### src/rtl/regfile_arbiter.sv
// Two-requester round-robin arbiter in front of a 4x8 register file.
// Each accepted access runs IDLE (sample) -> ACCESS -> RESP.
module regfile_arbiter (
  input  logic       clk,
  input  logic       rst,
  input  logic       req0,
  input  logic       req1,
  input  logic       we0,
  input  logic       we1,
  input  logic [1:0] addr0,
  input  logic [1:0] addr1,
  input  logic [7:0] wdata0,
  input  logic [7:0] wdata1,
  output logic       gnt0,
  output logic       gnt1,
  output logic       done0,
  output logic       done1,
  output logic [7:0] rdata0,
  output logic [7:0] rdata1,
  output logic [1:0] rf_addr,
  output logic       rf_rd,
  output logic       rf_wr,
  output logic [7:0] rf_wdata,
  input  logic [7:0] rf_rdata,
  output logic       busy
);

  typedef enum logic [1:0] {
    IDLE   = 2'd0,
    ACCESS = 2'd1,
    RESP   = 2'd2
  } state_t;

  state_t     r_state;
  logic       r_ptr;
  logic       r_win;
  logic       r_we;
  logic [1:0] r_addr;
  logic [7:0] r_wdata;
  logic [7:0] r_rdata [2];

  logic       w_any;
  logic       w_pick;
  logic       w_in_access;
  logic       w_in_resp;
  logic [1:0] w_gnt;
  logic [1:0] w_done;

  assign w_any = req0 | req1;

  // The pointer only matters on a tie; a lone requester always wins.
  always_comb begin
    w_pick = 1'b0;
    if (req0 && req1) begin
      w_pick = r_ptr;
    end else begin
      w_pick = req1;
    end
  end

  // Gating with rst kills the strobes in the reset cycle itself, so an
  // access interrupted by reset never reaches the register file.
  assign w_in_access = (r_state == ACCESS) && !rst;
  assign w_in_resp   = (r_state == RESP) && !rst;

  always_ff @(posedge clk) begin
    if (rst) begin
      r_state <= IDLE;
      r_ptr   <= 1'b0;
      r_win   <= 1'b0;
      r_we    <= 1'b0;
      r_addr  <= 2'd0;
      r_wdata <= 8'h00;
    end else begin
      case (r_state)
        IDLE: begin
          if (w_any) begin
            r_win   <= w_pick;
            r_ptr   <= ~w_pick;
            r_we    <= w_pick ? we1 : we0;
            r_addr  <= w_pick ? addr1 : addr0;
            r_wdata <= w_pick ? wdata1 : wdata0;
            r_state <= ACCESS;
          end
        end
        ACCESS:  r_state <= RESP;
        RESP:    r_state <= IDLE;
        default: r_state <= IDLE;
      endcase
    end
  end

  genvar gi;
  generate
    for (gi = 0; gi < 2; gi++) begin : g_req
      assign w_gnt[gi]  = w_in_access && (r_win == 1'(gi));
      assign w_done[gi] = w_in_resp && (r_win == 1'(gi));

      always_ff @(posedge clk) begin
        if (rst) begin
          r_rdata[gi] <= 8'h00;
        end else if (w_gnt[gi] && !r_we) begin
          r_rdata[gi] <= rf_rdata;
        end
      end
    end
  endgenerate

  assign gnt0     = w_gnt[0];
  assign gnt1     = w_gnt[1];
  assign done0    = w_done[0];
  assign done1    = w_done[1];
  assign rdata0   = r_rdata[0];
  assign rdata1   = r_rdata[1];
  assign rf_addr  = w_in_access ? r_addr : 2'd0;
  assign rf_rd    = w_in_access && !r_we;
  assign rf_wr    = w_in_access && r_we;
  assign rf_wdata = (w_in_access && r_we) ? r_wdata : 8'h00;
  assign busy     = (r_state != IDLE) && !rst;

endmodule

### config.mk
export PLATFORM = sky130hd
export DESIGN_NAME = regfile_arbiter
export DESIGN_NICKNAME = d
export VERILOG_FILES = /design/src/rtl/regfile_arbiter.sv
export SDC_FILE = /design/constraint.sdc
export NUM_CORES = 1
export LEC_CHECK = 0
export CAP_MARGIN = 20
export CORE_UTILIZATION = 37
export DETAILED_ROUTE_END_ITERATION = 10
export PLACE_DENSITY = 0.76
export SLEW_MARGIN = 0
export SYNTH_ARGS = -nofsm -noshare
export SYNTH_HDL_FRONTEND = slang
export SYNTH_SLANG_ARGS = --single-unit
### constraint.sdc
create_clock -name clk -period 1.44 [get_ports clk]
set_input_delay 0.216 -clock clk [delete_from_list [all_inputs] [get_ports clk]]
set_output_delay 0.216 -clock clk [all_outputs]
set_load 0.03 [all_outputs]
==> impl_metrics.toml <==
[status]
status = "finished with violations"
violations = "setup timing"

[yosys]
synth_nets = 173
ys_warn_count = 0
synth_cells = 139
synthMuxAreaShare_pct = 0
synth.area.top_cells = "edfxtp_1, dfxtp_1, and2_1"
synth_fa_ha_area_share_pct = 0
synthSimpleGateAreaFrac_pct = 25.6
synth-compound-area-share_pct = 16.0
syn_avg_cell_area_um2 = 10.3
synth_top_family_by_area = "simple AND/OR/NAND/NOR gates"
synth-xor-area-share_pct = 0
synth_seq_cells = 31
synth_area_mm2 = 0.00144
synth.yosys.seq_area_share_pct = 54.4
synth_top_cell_by_area = "edfxtp_1"
synth_top_area_share_pct = 33.5
synth.distinct_cells = 22

[setup_path]
r2r.worst_path.cells = 6
crit_slowest_cell = "or3b_4"
rr_endpoint = "r_rdata[1][0]"
max_stage_delay_ns = 0.42
startpoint_type = "flop"
crit_chain = "or3b_4 > inv_4 > buf_12 > and3_2 > buf_6"
end_kind = "output port"
crit_type = "reg -> out"
critical_path.top_delay_family = "simple AND/OR/NAND/NOR gates"
reg2reg_from = "r_state[1]"
crit_fanout = 7
path_buf_inv = 3
worstPathArrival_ns = 1.54
ff2ff_setup_slack_ns = -0.30
worst_ep_required_time_ns = 1.22

[clocking]
clockBufferDepth = 2
clkSinkCount = 31
clk_latency_ns = 0.28
clkTransAtPathRegs_ns = 0.06
root_buffer = "clkbuf_8"
htree_levels = 2
cts_tree = "built"
cts_made_buffers = 5

[placement]
hpwl_um = 2750
dp_cells = 259
pre_cts_slack_ns = -0.425
gp_congestion = 0.823
io_buffer_count = 66
post_dp_cell_area_mm2 = 0.00223

[timing]
period_share_pct = 122
holdWs_ns = 0.496
fmax_mhz = 569
slew_violations = 0
rsz0062_at_grt = "yes"
fin_ws_ns = -0.316
setup_violations = 46
maxSlewHeadroom_pct = 72.8
tightest_slew_ns = 0.407
setup_tns_ns = -11.66
clock_skew_ns = 0.00537
min_period_ns = 1.76
hold_viol_final = 0

[floorplan]
rows = 22
die_x_um = 64.3
die_area_mm2 = 0.00413
pin_count = 67
die_height_um = 64.3
core_mm2 = 0.00369
initial_core_util_pct = 38.9

[cells_and_area]
nNetsFinal = 257
final_cell_mix = "clkdlybuf4s50_1, buf_6, dlygate4sd2_1"
area_growth_pct = 75.6
fin_cells = 272
layout_commonest_cell = "clkdlybuf4s50_1"
drive_gt1_share_pct = 36.2
final_area_mm2 = 0.00252
antenna_cells = 0

[routing]
drt-initial-drc-count = 29
drc = 0
vias = 1371
routed_wl_um = 3710
ant_nets = 0
drtPass1Iterations = 4
viasPerCell = 5.04
avgRoutedWirePerCell_um = 13.6

[hold_path]
hp-start = "rst"
holdPathStages = 3
worstHoldPathType = "in -> reg"
hold_end = "r_win"

[global_route]
overflow = 0
antenna_found_initial = 0
grt_pass1_vias = 1382
grt_pass1_wl_um = 6220
grtUsageTotal_pct = 20.0
grt_max_degree = 20

[pwr]
peakVddDrop_mv = 0.546
p_per_area_mw_per_mm2 = 879
leakage_nw = 1.03

[job]
drv_cap = 0
==> worst max path at each step <==
stage	from	to	slack, ns	cells after the start
floorplan	r_state[0]	r_rdata[1][0]	-0.08	3
global placement	rst	r_rdata[1][2]	-0.40	5
detailed placement	rst	r_rdata[1][5]	-0.42	5
CTS	r_state[0]	rf_wdata[1]	-0.31	5
global route	r_state[1]	rf_wdata[1]	-0.36	5
finish	r_state[1]	rf_wdata[4]	-0.32	5
==> state kept, by name, summed over array words and instances (netlist names) <==
register / cells
r_state: 2
r_we: 1
r_ptr: 1
r_addr: 2
r_win: 1
r_rdata: 16
r_wdata: 8
==> report_power, final <==
part           total, mW  switching [mW]  internal, mW
clock network      0.627           0.289         0.338
logic              0.544           0.270         0.274
registers           1.05          0.0430          1.00
==> layout make-up <==
type	instances	area (um^2)
fillers	281	1170
repair buffers	88	877
flip-flops and latches	31	785
multi-input cells	95	707
clock buffers	7	76.3
well taps	48	60.1
inverters	2	10.0
clock inverters	1	5.00
==> stage by stage <==
step / utilization (%) / total power, mW
floorplan: - / 1.31
global placement: 60.4 / 1.53
detailed placement: 60.4 / 1.55
CTS: 67.6 / 2.21
global route: 68.3 / 2.31
finish: 68.3 / 2.22
==> cell families (layout without fill, tap and decap cells) <==
logic type / after synthesis / count (layout)
buf+inv: 13 / 98
compound gates: 37 / 37
flops: 31 / 31
simple gates: 58 / 58
==> tightest hold or removal path, stage by stage <==
cell	delay, ns
dlygate4sd2_1	0.21
buf_4	0.24
a21oi_1	0.06
==> Yosys cell counts (all sizes together) <==
library cell	instances
nor3	2
inv	2
or3b	1
a21oi	13
nand3	12
and4bb	1
buf	4
nor2	6
or2	4
clkbuf	7
dfxtp	15
a311oi	12
and3	8
nor4b	1
nor3b	1
edfxtp	16
nor2b	1
and2	20
o21ai	12
nand2b	1
==> layer usage <==
| layer | part of all wire [%] | vias up | track usage [%] |
|---|---|---|---|
| met5 | 0 | - | 0 |
| li1 | - | 680 | - |
| met1 | 39 | 610 | 21.5 |
| met3 | 8.6 | 6 | 5.71 |
| met4 | 1.7 | 0 | 7.78 |
| met2 | 51 | 75 | 36.6 |
==> repair_timing <==
| item | in CTS | in global routing |
|---|---|---|
| pin swaps | 10 | 5 |
| setup endpoints to repair | 68 | 49 |
| setup buffers | 4 | 1 |
| gates cloned | 1 | 0 |
| hold buffers | 0 | 0 |
| resized for setup | 60 | 10 |
Note: power is estimated with default switching activity, not from simulation.
